===== src/rtl/sprite_renderer.sv =====
// Erase-then-redraw sprite engine driving a VGA pixel-write port.
// Two-stage pixel pipeline shared by the erase and draw passes.
module sprite_renderer #(
  parameter int       SPRITE_W    = 10,
  parameter int       SPRITE_H    = 11,
  parameter int       ADDR_W      = 7,
  parameter logic [2:0] BG_COLOUR   = 3'b011,
  parameter logic [2:0] TRANSPARENT = 3'b111,
  parameter int       SCREEN_W    = 160,
  parameter int       SCREEN_H    = 120
) (
  input  logic              CLOCK,
  input  logic              Reset,
  input  logic [7:0]        vgaX,
  input  logic [6:0]        vgaY,
  output logic [ADDR_W-1:0] romAddr,
  input  logic [2:0]        romData,
  output logic [7:0]        oX,
  output logic [6:0]        oY,
  output logic [2:0]        oColour,
  output logic              oPlot,
  output logic              busy,
  output logic              done
);

  localparam int CW = $clog2(SPRITE_W + 1);
  localparam int RW = $clog2(SPRITE_H + 1);

  typedef enum logic [1:0] {
    IDLE, ERASE, DRAW, FLUSH
  } state_t;

  state_t      state_q, state_d;
  logic [CW-1:0] col_q, col_d;
  logic [RW-1:0] row_q, row_d;
  logic [7:0]  new_x_q, new_x_d;
  logic [6:0]  new_y_q, new_y_d;
  logic [7:0]  last_x_q, last_x_d;
  logic [6:0]  last_y_q, last_y_d;
  logic        first_q, first_d;
  logic        busy_q, busy_d;
  logic        done_q, done_d;

  logic        s1_valid_q, s1_valid_d;
  logic        s1_draw_q, s1_draw_d;
  logic        s1_in_q, s1_in_d;
  logic [7:0]  s1_x_q, s1_x_d;
  logic [6:0]  s1_y_q, s1_y_d;

  logic        trigger;
  logic        last_px;
  logic        end_col;
  logic        s0_valid;
  logic        s0_draw;
  logic [7:0]  base_x;
  logic [6:0]  base_y;
  logic [8:0]  px;
  logic [7:0]  py;
  logic [ADDR_W-1:0] rom_addr;

  assign trigger = first_q
                || (vgaX != last_x_q)
                || (vgaY != last_y_q);
  assign end_col = col_q == CW'(SPRITE_W - 1);
  assign last_px = end_col
                && (row_q == RW'(SPRITE_H - 1));

  always_ff @(posedge CLOCK) begin
    if (Reset) begin
      state_q    <= IDLE;
      col_q      <= '0;
      row_q      <= '0;
      new_x_q    <= '0;
      new_y_q    <= '0;
      last_x_q   <= '0;
      last_y_q   <= '0;
      first_q    <= 1'b1;
      busy_q     <= 1'b0;
      done_q     <= 1'b0;
      s1_valid_q <= 1'b0;
      s1_draw_q  <= 1'b0;
      s1_in_q    <= 1'b0;
      s1_x_q     <= '0;
      s1_y_q     <= '0;
    end else begin
      state_q    <= state_d;
      col_q      <= col_d;
      row_q      <= row_d;
      new_x_q    <= new_x_d;
      new_y_q    <= new_y_d;
      last_x_q   <= last_x_d;
      last_y_q   <= last_y_d;
      first_q    <= first_d;
      busy_q     <= busy_d;
      done_q     <= done_d;
      s1_valid_q <= s1_valid_d;
      s1_draw_q  <= s1_draw_d;
      s1_in_q    <= s1_in_d;
      s1_x_q     <= s1_x_d;
      s1_y_q     <= s1_y_d;
    end
  end

  always_comb begin
    state_d  = state_q;
    col_d    = col_q;
    row_d    = row_q;
    new_x_d  = new_x_q;
    new_y_d  = new_y_q;
    last_x_d = last_x_q;
    last_y_d = last_y_q;
    first_d  = first_q;
    busy_d   = busy_q;
    done_d   = 1'b0;
    unique case (state_q)
      IDLE: begin
        if (trigger) begin
          new_x_d = vgaX;
          new_y_d = vgaY;
          col_d   = '0;
          row_d   = '0;
          busy_d  = 1'b1;
          state_d = first_q ? DRAW : ERASE;
        end
      end
      ERASE, DRAW: begin
        if (last_px) begin
          col_d   = '0;
          row_d   = '0;
          state_d = (state_q == ERASE)
                  ? DRAW : FLUSH;
        end else if (end_col) begin
          col_d = '0;
          row_d = row_q + 1'b1;
        end else begin
          col_d = col_q + 1'b1;
        end
      end
      FLUSH: begin
        last_x_d = new_x_q;
        last_y_d = new_y_q;
        first_d  = 1'b0;
        busy_d   = 1'b0;
        done_d   = 1'b1;
        state_d  = IDLE;
      end
      default: state_d = IDLE;
    endcase
  end

  // Clip test uses the widened sum so wrapped coordinates never plot.
  always_comb begin
    s0_valid = (state_q == ERASE)
            || (state_q == DRAW);
    s0_draw  = state_q == DRAW;
    base_x   = s0_draw ? new_x_q : last_x_q;
    base_y   = s0_draw ? new_y_q : last_y_q;
    px       = {1'b0, base_x} + 9'(col_q);
    py       = {1'b0, base_y} + 8'(row_q);
    rom_addr = '0;
    if (s0_draw) begin
      rom_addr = ADDR_W'(row_q)
               * ADDR_W'(SPRITE_W)
               + ADDR_W'(col_q);
    end
    s1_valid_d = s0_valid;
    s1_draw_d  = s0_draw;
    s1_x_d     = px[7:0];
    s1_y_d     = py[6:0];
    s1_in_d    = (px < 9'(SCREEN_W))
              && (py < 8'(SCREEN_H));
  end

  assign romAddr = rom_addr;
  assign oX      = s1_x_q;
  assign oY      = s1_y_q;
  assign oColour = !s1_valid_q ? 3'b000
                 : s1_draw_q ? romData
                 : BG_COLOUR;
  assign oPlot   = s1_valid_q && s1_in_q
                && !(s1_draw_q
                     && romData == TRANSPARENT);
  assign busy    = busy_q;
  assign done    = done_q;

endmodule


===== config.mk =====
export PLATFORM = sky130hd
export DESIGN_NAME = sprite_renderer
export DESIGN_NICKNAME = d
export VERILOG_FILES = /design/src/rtl/sprite_renderer.sv
export SDC_FILE = /design/constraint.sdc
export NUM_CORES = 1
export LEC_CHECK = 0
export ABC_AREA = 1
export BUFFER_PORTS_ARGS = -buffer_cell sky130_fd_sc_hd__buf_2
export CAP_MARGIN = 20
export CORE_MARGIN = 2
export CORE_UTILIZATION = 35
export DETAILED_ROUTE_END_ITERATION = 10
export PLACE_DENSITY = 0.56
export SKIP_CTS_REPAIR_TIMING = 1
export SLEW_MARGIN = 20
export SYNTH_ARGS = -nofsm -noshare
export SYNTH_HDL_FRONTEND = slang
export SYNTH_SLANG_ARGS = --single-unit

===== constraint.sdc =====
create_clock -name CLOCK -period 4.14 [get_ports CLOCK]
set_clock_uncertainty 0.05 [all_clocks]
set_input_delay 0 -clock CLOCK [delete_from_list [all_inputs] [get_ports CLOCK]]
set_output_delay 0 -clock CLOCK [all_outputs]
set_load 0.01 [all_outputs]

==> results of run 1 <==
worst paths after layout:
kind | slack, ns | endpoint | start | cells after the start
worst max-delay path | 1.01 | s1_in_q | state_q[0] | 14
worst min-delay path | 0.009 | s1_valid_q | Reset | 2
worst max register to register | 1.01 | s1_in_q | state_q[0] | 14
worst min register to register | 0.43 | busy | busy | 2
kinds of logic after synthesis:
logic type               share of synthesized area [%]
flip-flops                                        35.7
XOR/XNOR                                          1.53
AO/OA/AOI/OAI                                     15.1
adder cells (fa/ha/maj)                           10.4
buffers and inverters                             9.61
AND/OR/NAND/NOR                                   27.8
sequential cells by signal, indices dropped and copies added, names as in the netlist, 4 cells and up:
register and cells:
oX 8, last_x_q 8, oY 7, row_q 4, last_y_q 7, col_q 4
new_x_q 8, new_y_q 7
Yosys cell counts (4+ instances only):
cell                         n  area share (%)
sky130_fd_sc_hd__a21oi_1    35             5.1
sky130_fd_sc_hd__clkbuf_1    9            0.99
sky130_fd_sc_hd__dfxtp_1    61              36
sky130_fd_sc_hd__fa_1        4             2.3
sky130_fd_sc_hd__ha_1       22             8.0
sky130_fd_sc_hd__inv_1      59             6.5
sky130_fd_sc_hd__inv_2       5            0.55
sky130_fd_sc_hd__nand2_1   114              12
sky130_fd_sc_hd__nand3_1    26             3.8
sky130_fd_sc_hd__nand4_1     5            0.91
sky130_fd_sc_hd__nor2_1     75             8.2
sky130_fd_sc_hd__o21ai_0    52             7.6
sky130_fd_sc_hd__xor2_1      4             1.0
final cells by class:
cell class                 count  area [µm²]
clock buffer                  10         138
clock inverter                 6        86.3
fill                        1030        5520
inverter                      64         240
multi-input combinational    360        1870
sequential                    61        1220
tap                          133         166
timing repair buffer          63         393
per-layer routing:
layer	up-vias	part of all wire (%)	global-route usage [%]
li1	1718	-	-
met1	1428	50	22.6
met2	60	43	24.7
met3	18	3.9	3.39
met4	0	2.7	8.81
met5	-	0	0
report_power, final:
part / internal, W / switching, W / leakage, nW / total [W]
sequential: 0.000703 / 0.0000955 / 0.499 / 0.000798
combinational: 0.000270 / 0.000504 / 1.41 / 0.000775
clock: 0.000354 / 0.000246 / 0.112 / 0.000600
stage by stage:
| step | hold slack [ns] | area (µm²) |
|---|---|---|
| global route | 0.0199 | 4120 |
| finish | 0.00902 | 4120 |
| floorplan | 0.0468 | 3420 |
| CTS | -0.130 | 3970 |
| detailed placement | 0.245 | 3740 |
| global placement | 0.239 | 3740 |
==> qor.json, run 1 <==
{
  "synthesis.area": {"value": 3420, "unit": "µm²"},
  "mostFrequentLayoutCells": {"value": "114 x sky130_fd_sc_hd__nand2_1, 75 x sky130_fd_sc_hd__nor2_1, 61 x sky130_fd_sc_hd__dfxtp_1, 58 x sky130_fd_sc_hd__inv_1, 52 x sky130_fd_sc_hd__o21ai_0"},
  "ctsRootBufferMaster": {"value": "sky130_fd_sc_hd__clkbuf_8"},
  "timing.final.max_slew_violations": {"value": 0},
  "outcome": {"value": "finished, final reports clean"},
  "critical_path.max_fanout": {"value": 23},
  "clkSinkCount": {"value": 61},
  "layout-drive-gt1-share": {"value": 14.0, "unit": "%"},
  "dp.final_hpwl": {"value": 5920, "unit": "µm"},
  "numPlacedInstances": {"value": 666},
  "io_buffer_count": {"value": 47},
  "ys_dominant_reg_cell": {"value": "sky130_fd_sc_hd__dfxtp_1"},
  "max-vdd-ir-drop": {"value": 204, "unit": "µV"},
  "cap_violations": {"value": 0},
  "async_reset_ff_share": {"value": 0, "unit": "%"},
  "critical_path.most_common_cell": {"value": "sky130_fd_sc_hd__nand3_1"},
  "via_count": {"value": 3224},
  "min_cycle_time_layout": {"value": 3.13, "unit": "ns"},
  "critical_path_required": {"value": 4.38, "unit": "ns"},
  "worst_hold_path_type": {"value": "in -> reg"},
  "rsz0062_at_grt": {"value": "no"},
  "cp_top_family": {"value": "adder cells"},
  "yosys_cell_types": {"value": 33},
  "worstSetupEndpointType": {"value": "flip-flop"},
  "synth.avg_cell_area": {"value": 6.84, "unit": "µm²"},
  "synth-seq-area-share": {"value": 35.7, "unit": "%"},
  "antenna_violating_nets_post_route": {"value": 0},
  "finish.utilization": {"value": 42.7, "unit": "%"},
  "cts_tree": {"value": "yes"},
  "critical_path.cell_chain": {"value": "inv_1 -> ha_1 -> buf_4 -> o21ai_0 -> ha_1 -> fa_1 -> nand3_1 -> nand2_1 -> nand3_1 -> xor2_1 -> nand3_1 -> nand2_1 -> inv_1 -> nor2_1"},
  "globalplace.congestion": {"value": 0.845},
  "postSynthNetCount": {"value": 547},
  "worst_slack": {"value": 1.01, "unit": "ns"},
  "synth_cells": {"value": 501},
  "core_region_area": {"value": 9640, "unit": "µm²"},
  "syn2layout_area_growth": {"value": 20.3, "unit": "%"},
  "drt_wl_total": {"value": 7990, "unit": "µm"},
  "grt.total_usage": {"value": 16.6, "unit": "%"},
  "worst-endpoint-arrival": {"value": 3.37, "unit": "ns"},
  "initial_core_utilization": {"value": 35.5, "unit": "%"},
  "die-width": {"value": 103, "unit": "µm"},
  "worstPathBufferInverterCount": {"value": 3},
  "post-layout-total-power": {"value": 0.00217, "unit": "W"},
  "post-route-period-util": {"value": 75.6, "unit": "%"},
  "power.static_leakage": {"value": 2.02, "unit": "nW"},
  "grt_first_pass_wirelength": {"value": 13600, "unit": "µm"},
  "ys_seq_elements": {"value": 61},
  "grt_remaining_overflow": {"value": 0},
  "clk_pin_slew": {"value": 0.07, "unit": "ns"},
  "timing.max_slew.rel_slack": {"value": 32.8, "unit": "%"},
  "yosysWarningCount": {"value": 0},
  "cp_slowest_cell": {"value": "sky130_fd_sc_hd__ha_1"},
  "cts_h_tree_depth": {"value": 3},
  "vias_per_cell": {"value": 4.63},
  "finish.net_count": {"value": 605},
  "antenna_cells_inserted": {"value": 0},
  "grt_max_degree": {"value": 41},
  "setup.worst_path.class": {"value": "reg -> reg"},
  "remaining_drc_errors": {"value": 0},
  "area_of_the_die": {"value": 10600, "unit": "µm²"},
  "setup-violations-final": {"value": 0},
  "num_io_pins": {"value": 48},
  "detail_route.first_pass.iterations": {"value": 4},
  "grt_antenna_before_repair": {"value": 0},
  "report.final.hold_viol_count": {"value": 0},
  "finalNonFillerCells": {"value": 697},
  "avgRoutedWirePerCell": {"value": 11.5, "unit": "µm"},
  "vias_in_the_first_global_route": {"value": 2922},
  "clock.fmax": {"value": 0.319, "unit": "GHz"},
  "pwr_density_cell": {"value": 528, "unit": "nW/µm²"},
  "detailedRoute.firstIterationViolations": {"value": 115},
  "std_cell_rows": {"value": 36},
  "layout.cells.most_common": {"value": "sky130_fd_sc_hd__nand2_1"},
  "cts_buf_count": {"value": 9},
  "transition_time_at_the_pin_with_the_least_slew_margin": {"value": 1.00, "unit": "ns"},
  "dpl_worst_slack": {"value": 1.03, "unit": "ns"},
  "chipHeight": {"value": 103, "unit": "µm"},
  "finalSetupTns": {"value": 0, "unit": "ns"},
  "max-clock-path-buffers": {"value": 2},
  "crit_path_max_incr_delay": {"value": 0.70, "unit": "ns"},
  "synth_edf_count": {"value": 0},
  "clkLatencyLatePin": {"value": 0.35, "unit": "ns"},
  "cp-start-kind": {"value": "flip-flop"}
}
Power figures use the tool's default switching activity.
==> run 2, diff against run 1 <==
==> constraint.sdc (replaced) <==
create_clock -name CLOCK -period 3.2 [get_ports CLOCK]
set_clock_uncertainty 0.05 [all_clocks]
set_input_delay 0 -clock CLOCK [delete_from_list [all_inputs] [get_ports CLOCK]]
set_output_delay 0 -clock CLOCK [all_outputs]
set_load 0.01 [all_outputs]
==> run 2 against run 1 <==
Compared with the run above:
- largest cell class unchanged
- setup slack worse by 0.50 ns
- sequential power is 30% higher
- critical path depth stayed put
- critical endpoint unchanged
- total power is 23% higher
- clock power is 2% higher
==> qor.json, run 2 (synthesized netlist as in run 1, its figures left out) <==
{
  "cts_h_tree_depth": {"value": 3, "change": "unchanged"},
  "min_cycle_time_layout": {"value": 2.69, "unit": "ns", "change": "-0.439 ns"},
  "detail_route.first_pass.iterations": {"value": 4, "change": "unchanged"},
  "setup-violations-final": {"value": 0, "change": "unchanged"},
  "detailedRoute.firstIterationViolations": {"value": 132, "change": "+15%"},
  "use_met1": {"value": 21.9, "unit": "%", "change": "-0.72 points"},
  "cts_tree": {"value": "yes"},
  "critical_path.cell_chain": {"value": "inv_1 -> ha_1 -> buf_4 -> o21ai_0 -> ha_1 -> fa_1 -> nand3_1 -> nand2_1 -> nand3_1 -> xor2_1 -> nand3_1 -> nand2_1 -> inv_1 -> nor2_1"},
  "power.static_leakage": {"value": 2.02, "unit": "nW", "change": "-0.32%"},
  "transition_time_at_the_pin_with_the_least_slew_margin": {"value": 0.848, "unit": "ns", "change": "-0.154 ns"},
  "avgRoutedWirePerCell": {"value": 11.7, "unit": "µm", "change": "+2.0%"},
  "critical_path.most_common_cell": {"value": "sky130_fd_sc_hd__nand3_1"},
  "vias_per_cell": {"value": 4.62, "change": "-0.22%"},
  "grt_remaining_overflow": {"value": 0, "change": "unchanged"},
  "remaining_drc_errors": {"value": 0, "change": "unchanged"},
  "worst_hold_path_type": {"value": "in -> reg"},
  "rr_startpoint": {"value": "state_q[0]"},
  "logic_depth_of_the_worst_register_to_register_path": {"value": 14, "change": "unchanged"},
  "share_clk_of_total_power": {"value": 22.9, "unit": "%", "change": "-4.7 points"},
  "switching_share": {"value": 40.7, "unit": "%", "change": "+1.8 points"},
  "grt.total_usage": {"value": 16.5, "unit": "%", "change": "-0.10 points"},
  "r2r_setup_slack": {"value": 0.51, "unit": "ns", "change": "-0.50 ns"},
  "grt_first_pass_wirelength": {"value": 13500, "unit": "µm", "change": "-0.56%"},
  "dp.final_hpwl": {"value": 6170, "unit": "µm", "change": "+4.1%"},
  "worst-endpoint-arrival": {"value": 2.92, "unit": "ns", "change": "-0.45 ns"},
  "vias_in_the_first_global_route": {"value": 2891, "change": "-1.1%"},
  "chipHeight": {"value": 103, "unit": "µm", "change": "unchanged"},
  "worstSetupEndpointType": {"value": "flip-flop"},
  "power.switching": {"value": 0.00109, "unit": "W", "change": "+29%"},
  "clkSinkCount": {"value": 61, "change": "unchanged"},
  "antenna_violating_nets_post_route": {"value": 0, "change": "unchanged"},
  "ctsRootBufferMaster": {"value": "sky130_fd_sc_hd__clkbuf_8"},
  "via_count": {"value": 3226, "change": "+0.062%"},
  "finalSetupTns": {"value": 0, "unit": "ns", "change": "unchanged"},
  "std_cell_rows": {"value": 36, "change": "unchanged"},
  "timing.final.max_slew_violations": {"value": 0, "change": "unchanged"},
  "top_usage_layer": {"value": "met2"},
  "layout.cells.most_common": {"value": "sky130_fd_sc_hd__nand2_1"},
  "clkLatencyLatePin": {"value": 0.33, "unit": "ns", "change": "-0.02 ns"},
  "internal_power_summed_over_all_cells": {"value": 0.00159, "unit": "W", "change": "+20%"},
  "grt_max_degree": {"value": 32, "change": "-22%"},
  "placed_cell_area": {"value": 3760, "unit": "µm²", "change": "+0.40%"},
  "worstPathBufferInverterCount": {"value": 3, "change": "unchanged"},
  "clk_pin_slew": {"value": 0.07, "unit": "ns", "change": "about the same"},
  "antenna_cells_inserted": {"value": 0, "change": "unchanged"},
  "power.sequential.fraction": {"value": 38.7, "unit": "%", "change": "+2.0 points"},
  "finish.net_count": {"value": 607, "change": "+0.33%"},
  "clock.fmax": {"value": 0.372, "unit": "GHz", "change": "+16%"},
  "worstSetupEndpoint": {"value": "s1_in_q"},
  "syn2layout_area_growth": {"value": 19.4, "unit": "%"},
  "pwr_density_cell": {"value": 655, "unit": "nW/µm²", "change": "+24%"},
  "cp_num_cells": {"value": 14, "change": "unchanged"},
  "max-clock-path-buffers": {"value": 2, "change": "unchanged"},
  "met2_usage": {"value": 26.7, "unit": "%", "change": "+1.9 points"},
  "cp-start-kind": {"value": "flip-flop"},
  "globalplace.congestion": {"value": 0.859, "change": "+1.7%"},
  "area_of_the_die": {"value": 10600, "unit": "µm²", "change": "unchanged"},
  "initial_core_utilization": {"value": 35.5, "unit": "%", "change": "unchanged"},
  "outcome": {"value": "finished, final reports clean"},
  "die-width": {"value": 103, "unit": "µm", "change": "unchanged"},
  "timing.max_slew.rel_slack": {"value": 43.4, "unit": "%", "change": "+11 points"},
  "cp_top_family": {"value": "adder cells"},
  "critical_path_required": {"value": 3.42, "unit": "ns", "change": "-0.96 ns"},
  "num_io_pins": {"value": 48, "change": "unchanged"},
  "max-vdd-ir-drop": {"value": 301, "unit": "µV", "change": "+47%"},
  "setup.worst_path.class": {"value": "reg -> reg"},
  "worst_r2r_endpoint": {"value": "s1_in_q"},
  "grt_antenna_before_repair": {"value": 0, "change": "unchanged"},
  "core_region_area": {"value": 9640, "unit": "µm²", "change": "unchanged"},
  "post-route-period-util": {"value": 84.1, "unit": "%", "change": "+8.5 points"},
  "drt_wl_total": {"value": 8180, "unit": "µm", "change": "+2.3%"},
  "critical_path.max_fanout": {"value": 14, "change": "-39%"},
  "grtUsageMet3": {"value": 4.68, "unit": "%", "change": "+1.3 points"},
  "cp_slowest_cell": {"value": "sky130_fd_sc_hd__fa_1"},
  "crit_path_max_incr_delay": {"value": 0.41, "unit": "ns", "change": "-0.29 ns"},
  "power_frac_comb": {"value": 38.3, "unit": "%", "change": "+2.6 points"},
  "report.final.hold_viol_count": {"value": 0, "change": "unchanged"},
  "crit_path_start": {"value": "state_q[0]"},
  "final_cell_area": {"value": 4090, "unit": "µm²", "change": "-0.76%"},
  "mostFrequentLayoutCells": {"value": "114 x sky130_fd_sc_hd__nand2_1, 75 x sky130_fd_sc_hd__nor2_1, 61 x sky130_fd_sc_hd__dfxtp_1, 59 x sky130_fd_sc_hd__inv_1, 52 x sky130_fd_sc_hd__o21ai_0"},
  "rsz0062_at_grt": {"value": "no"},
  "cap_violations": {"value": 0, "change": "unchanged"},
  "cts_buf_count": {"value": 9, "change": "unchanged"},
  "layout-drive-gt1-share": {"value": 14.1, "unit": "%", "change": "+0.13 points"},
  "io_buffer_count": {"value": 47, "change": "unchanged"}
}
## run 2: cell types whose count changed in the layout (fill, tap and decap cells not counted)
cell	previous run	this run
sky130_fd_sc_hd__buf_4	1	3
sky130_fd_sc_hd__bufinv_16	2	0
sky130_fd_sc_hd__clkbuf_1	0	1
sky130_fd_sc_hd__clkbuf_8	10	11
sky130_fd_sc_hd__clkinv_1	1	0
sky130_fd_sc_hd__clkinv_2	2	3
sky130_fd_sc_hd__clkinv_4	1	0
sky130_fd_sc_hd__inv_1	58	59
## run 2: per-layer routing
metal,vias up,part of all wire (%)
met2,48,45
met1,1459,51
met4,0,0.61
li1,1715,-
met3,4,3.0
met5,-,0
## run 2: stage by stage
step | utilization, % | std cells | total power [W] | hold WS, ns | setup WS (ns)
6_report | 42.4 | 699 | 0.00268 | 0.0299 | 0.509
5_1_grt | 42.4 | 699 | 0.00293 | 0.0345 | 0.205
4_1_cts | 40.8 | 684 | 0.00270 | -0.118 | 0.488
3_5_place_dp | 39.0 | 668 | 0.00208 | 0.242 | 0.511
3_3_place_gp | 39.0 | 668 | 0.00206 | 0.232 | 0.632
2_1_floorplan | - | 501 | 0.00180 | 0.0468 | 0.537
## run 2: power by group through the flow
stage          sequential, W  clock [W]  combinational, W
3_3_place_gp         0.00105          0           0.00101
2_1_floorplan        0.00104          0          0.000766
3_5_place_dp         0.00105          0           0.00102
6_report             0.00104   0.000614           0.00103
4_1_cts              0.00104   0.000638           0.00103
5_1_grt              0.00106   0.000671           0.00120
## run 2: worst min-delay path by stage
| stage | slack (ns) | from | endpoint | cells past startpoint |
|---|---|---|---|---|
| after floorplan | 0.05 | romData[2] | oColour[2] | 2 |
| after global placement | 0.23 | vgaY[1] | new_y_q[1] | 3 |
| after detailed placement | 0.24 | vgaY[4] | new_y_q[4] | 3 |
| after CTS | -0.12 | vgaY[1] | new_y_q[1] | 3 |
| after global routing | 0.03 | Reset | s1_valid_q | 2 |
| final | 0.03 | Reset | oY[1] | 2 |
## run 2: layout make-up
class | count | area, µm²
clock inverters | 4 | 22.5
clock buffers | 12 | 155
fillers | 1050 | 5550
multi-input cells | 360 | 1870
well taps | 133 | 166
flip-flops and latches | 61 | 1220
inverters | 64 | 240
repair buffers | 65 | 408
## run 2: worst register-to-register path: cells and delay by family, from the launching register on
kind	cells	cell delay, ns
AOI/OAI and AO/OA	1	0.15
adders and majority gates	3	1.03
DFF	1	0.32
and+or+nand+nor	6	0.50
buffers and inverters	3	0.40
xor gates and xnor gates	1	0.18
==> run 3, diff against run 2 <==
--- a/config.mk
+++ b/config.mk
@@ -11,7 +11,7 @@
 export CORE_MARGIN = 2
 export CORE_UTILIZATION = 35
 export DETAILED_ROUTE_END_ITERATION = 10
-export PLACE_DENSITY = 0.56
+export PLACE_DENSITY = 0.58
 export SKIP_CTS_REPAIR_TIMING = 1
 export SLEW_MARGIN = 20
 export SYNTH_ARGS = -nofsm -noshare
==> constraint.sdc (replaced) <==
create_clock -name CLOCK -period 2.3 [get_ports CLOCK]
set_clock_uncertainty 0.05 [all_clocks]
set_input_delay 0 -clock CLOCK [delete_from_list [all_inputs] [get_ports CLOCK]]
set_output_delay 0 -clock CLOCK [all_outputs]
set_load 0.01 [all_outputs]
==> run 3 against run 2 <==
Compared with the run above:
- non-clock buffer count grew 17
- die area stayed put
- flip-flop and latch count stayed put
- global-route usage rose by 0.31 points
- via count rose by 4.2%
- largest cell class unchanged
- critical endpoint unchanged
- total power grew 61%
- wire length rose by 6.2%
- cell count rose by 2.4%
- clock-buffer cell count shrank 2
- largest power group is now combinational cells
==> qor.json, run 3 (synthesized netlist as in run 1, its figures left out) <==
{
  "grt_max_degree": {"value": 32, "change": "unchanged"},
  "cts_buf_count": {"value": 9, "change": "unchanged"},
  "crit_path_start": {"value": "state_q[0]"},
  "num_io_pins": {"value": 48, "change": "unchanged"},
  "use_met1": {"value": 21.7, "unit": "%", "change": "-0.26 points"},
  "finalSetupTns": {"value": 0, "unit": "ns", "change": "unchanged"},
  "grt.total_usage": {"value": 16.8, "unit": "%", "change": "+0.31 points"},
  "rsz0062_at_grt": {"value": "yes"},
  "die-width": {"value": 103, "unit": "µm", "change": "unchanged"},
  "finalHoldWorstSlack": {"value": 0.0521, "unit": "ns", "change": "+0.0222 ns"},
  "syn2layout_area_growth": {"value": 28.2, "unit": "%"},
  "critical_path_required": {"value": 2.50, "unit": "ns", "change": "-0.92 ns"},
  "critical_path.most_common_cell": {"value": "sky130_fd_sc_hd__nor2_1"},
  "io_buffer_count": {"value": 47, "change": "unchanged"},
  "clkSinkCount": {"value": 61, "change": "unchanged"},
  "rr_startpoint": {"value": "state_q[0]"},
  "post-route-period-util": {"value": 98.8, "unit": "%", "change": "+15 points"},
  "cp_slowest_cell": {"value": "sky130_fd_sc_hd__fa_2"},
  "r2r_setup_slack": {"value": 0.03, "unit": "ns", "change": "-0.48 ns"},
  "worst_hold_path_type": {"value": "in -> reg"},
  "worstSetupEndpoint": {"value": "s1_in_q"},
  "critical_path.max_fanout": {"value": 8, "change": "-6"},
  "cp_top_family": {"value": "adder cells"},
  "cp-start-kind": {"value": "flip-flop"},
  "ctsRootBufferMaster": {"value": "sky130_fd_sc_hd__clkbuf_8"},
  "core_region_area": {"value": 9640, "unit": "µm²", "change": "unchanged"},
  "worst_r2r_endpoint": {"value": "s1_in_q"},
  "grt_first_pass_wirelength": {"value": 13600, "unit": "µm", "change": "+0.87%"},
  "report.final.hold_viol_count": {"value": 0, "change": "unchanged"},
  "cp_num_cells": {"value": 14, "change": "unchanged"},
  "finish.net_count": {"value": 624, "change": "+2.8%"},
  "finish.utilization": {"value": 45.5, "unit": "%", "change": "+3.1 points"},
  "grt_antenna_before_repair": {"value": 0, "change": "unchanged"},
  "worst-endpoint-arrival": {"value": 2.47, "unit": "ns", "change": "-0.45 ns"},
  "logic_depth_of_the_worst_register_to_register_path": {"value": 14, "change": "unchanged"},
  "detail_route.first_pass.iterations": {"value": 6, "change": "+2"},
  "mostFrequentLayoutCells": {"value": "112 x sky130_fd_sc_hd__nand2_1, 75 x sky130_fd_sc_hd__nor2_1, 58 x sky130_fd_sc_hd__inv_1, 58 x sky130_fd_sc_hd__dfxtp_1, 50 x sky130_fd_sc_hd__o21ai_0"},
  "final_cell_area": {"value": 4390, "unit": "µm²", "change": "+7.4%"},
  "min_cycle_time_layout": {"value": 2.27, "unit": "ns", "change": "-0.418 ns"},
  "layout-drive-gt1-share": {"value": 19.9, "unit": "%", "change": "+5.8 points"},
  "layout.cells.most_common": {"value": "sky130_fd_sc_hd__nand2_1"},
  "crit_path_max_incr_delay": {"value": 0.40, "unit": "ns", "change": "about the same"},
  "grtUsageMet3": {"value": 4.07, "unit": "%", "change": "-0.61 points"},
  "worstPathBufferInverterCount": {"value": 2, "change": "-1"},
  "max-vdd-ir-drop": {"value": 452, "unit": "µV", "change": "+50%"},
  "dp.final_hpwl": {"value": 6250, "unit": "µm", "change": "+1.3%"},
  "antenna_cells_inserted": {"value": 0, "change": "unchanged"},
  "drt_wl_total": {"value": 8690, "unit": "µm", "change": "+6.2%"},
  "avgRoutedWirePerCell": {"value": 12.1, "unit": "µm", "change": "+3.7%"},
  "clk_pin_slew": {"value": 0.08, "unit": "ns", "change": "about the same"},
  "max-clock-path-buffers": {"value": 2, "change": "unchanged"},
  "setup-violations-final": {"value": 0, "change": "unchanged"},
  "vias_in_the_first_global_route": {"value": 2903, "change": "+0.42%"},
  "clkLatencyLatePin": {"value": 0.35, "unit": "ns", "change": "+0.02 ns"},
  "outcome": {"value": "finished, final reports clean"},
  "power.static_leakage": {"value": 2.14, "unit": "nW", "change": "+6.1%"},
  "filler_instances": {"value": 1019, "change": "-3.0%"},
  "hold_depth": {"value": 3, "change": "+1"},
  "pwr_density_cell": {"value": 979, "unit": "nW/µm²", "change": "+50%"},
  "timing.final.max_slew_violations": {"value": 0, "change": "unchanged"},
  "chipHeight": {"value": 103, "unit": "µm", "change": "unchanged"},
  "placed_cell_area": {"value": 3860, "unit": "µm²", "change": "+2.7%"},
  "timing.max_slew.rel_slack": {"value": 64.6, "unit": "%", "change": "+21 points"},
  "globalplace.congestion": {"value": 0.804, "change": "-6.4%"},
  "worstSetupEndpointType": {"value": "flip-flop"},
  "antenna_violating_nets_post_route": {"value": 0, "change": "unchanged"},
  "area_of_the_die": {"value": 10600, "unit": "µm²", "change": "unchanged"},
  "met2_usage": {"value": 27.5, "unit": "%", "change": "+0.80 points"},
  "cap_violations": {"value": 0, "change": "unchanged"},
  "detailedRoute.firstIterationViolations": {"value": 105, "change": "-20%"},
  "cts_h_tree_depth": {"value": 3, "change": "unchanged"},
  "initial_core_utilization": {"value": 35.5, "unit": "%", "change": "unchanged"},
  "transition_time_at_the_pin_with_the_least_slew_margin": {"value": 0.525, "unit": "ns", "change": "-0.323 ns"},
  "setup.worst_path.class": {"value": "reg -> reg"},
  "post-layout-total-power": {"value": 0.00430, "unit": "W", "change": "+61%"},
  "via_count": {"value": 3361, "change": "+4.2%"},
  "remaining_drc_errors": {"value": 0, "change": "unchanged"},
  "grt_remaining_overflow": {"value": 0, "change": "unchanged"},
  "hold_sp": {"value": "Reset"},
  "critical_path.cell_chain": {"value": "inv_2 -> ha_4 -> buf_8 -> nand2_2 -> o21ai_2 -> ha_2 -> fa_2 -> nand3_2 -> nand3_4 -> xnor2_4 -> nor2_1 -> nand2_1 -> o21ai_1 -> nor2_1"},
  "top_usage_layer": {"value": "met2"},
  "std_cell_rows": {"value": 36, "change": "unchanged"},
  "clock.fmax": {"value": 0.440, "unit": "GHz", "change": "+18%"},
  "cts_tree": {"value": "yes"},
  "vias_per_cell": {"value": 4.69, "change": "+1.7%"}
}
[run 3: cell types whose count changed in the layout (fill, tap and decap cells not counted), moves of 3 or more]
cell	previous run	this run
sky130_fd_sc_hd__nand3_2	1	4
sky130_fd_sc_hd__buf_4	3	18
sky130_fd_sc_hd__bufinv_16	0	3
sky130_fd_sc_hd__dfxtp_2	0	3
sky130_fd_sc_hd__dfxtp_1	61	58
sky130_fd_sc_hd__nand3_1	26	22
sky130_fd_sc_hd__ha_1	22	19
[run 3: power breakdown]
group	internal, W	leakage, nW	switching (W)
registers	0.00127	0.500	0.000174
clock network	0.000747	0.119	0.000449
logic	0.000653	1.52	0.00101
total	0.00267	2.14	0.00163
[run 3: layout make-up]
type	instances	area, µm²	share of cell area [%]
well taps	133	166	3.79
multi-input cells	360	1960	44.5
clock inverters	6	110	2.51
clock buffers	10	138	3.13
flip-flops and latches	61	1220	27.9
repair buffers	82	556	12.7
inverters	64	240	5.47
[run 3: how the worst min path moves through the flow]
stage	end	slack [ns]
final	state_q[0]	0.05
after global placement	new_x_q[6]	0.23
after detailed placement	new_y_q[6]	0.24
after CTS	new_y_q[6]	-0.12
after global routing	state_q[0]	0.05
after floorplan	oColour[2]	0.05
[run 3: worst min-delay path, stage by stage]
cell and delay, ns:
sky130_fd_sc_hd__buf_2 0.09, sky130_fd_sc_hd__buf_4 0.25, sky130_fd_sc_hd__a21oi_1 0.06
[run 3: routing by layer]
layer	up-vias	wire [µm]
li1	1752	-
met1	1540	4150
met3	11	412
met4	0	114
met5	-	0
met2	58	4010
[run 3: metrics by stage]
step / cells / setup WS [ns]
6_report: 716 / 0.0272
5_1_grt: 716 / -0.0659
4_1_cts: 691 / 0.0326
3_5_place_dp: 675 / 0.0673
3_3_place_gp: 675 / 0.137
2_1_floorplan: 501 / -0.0414
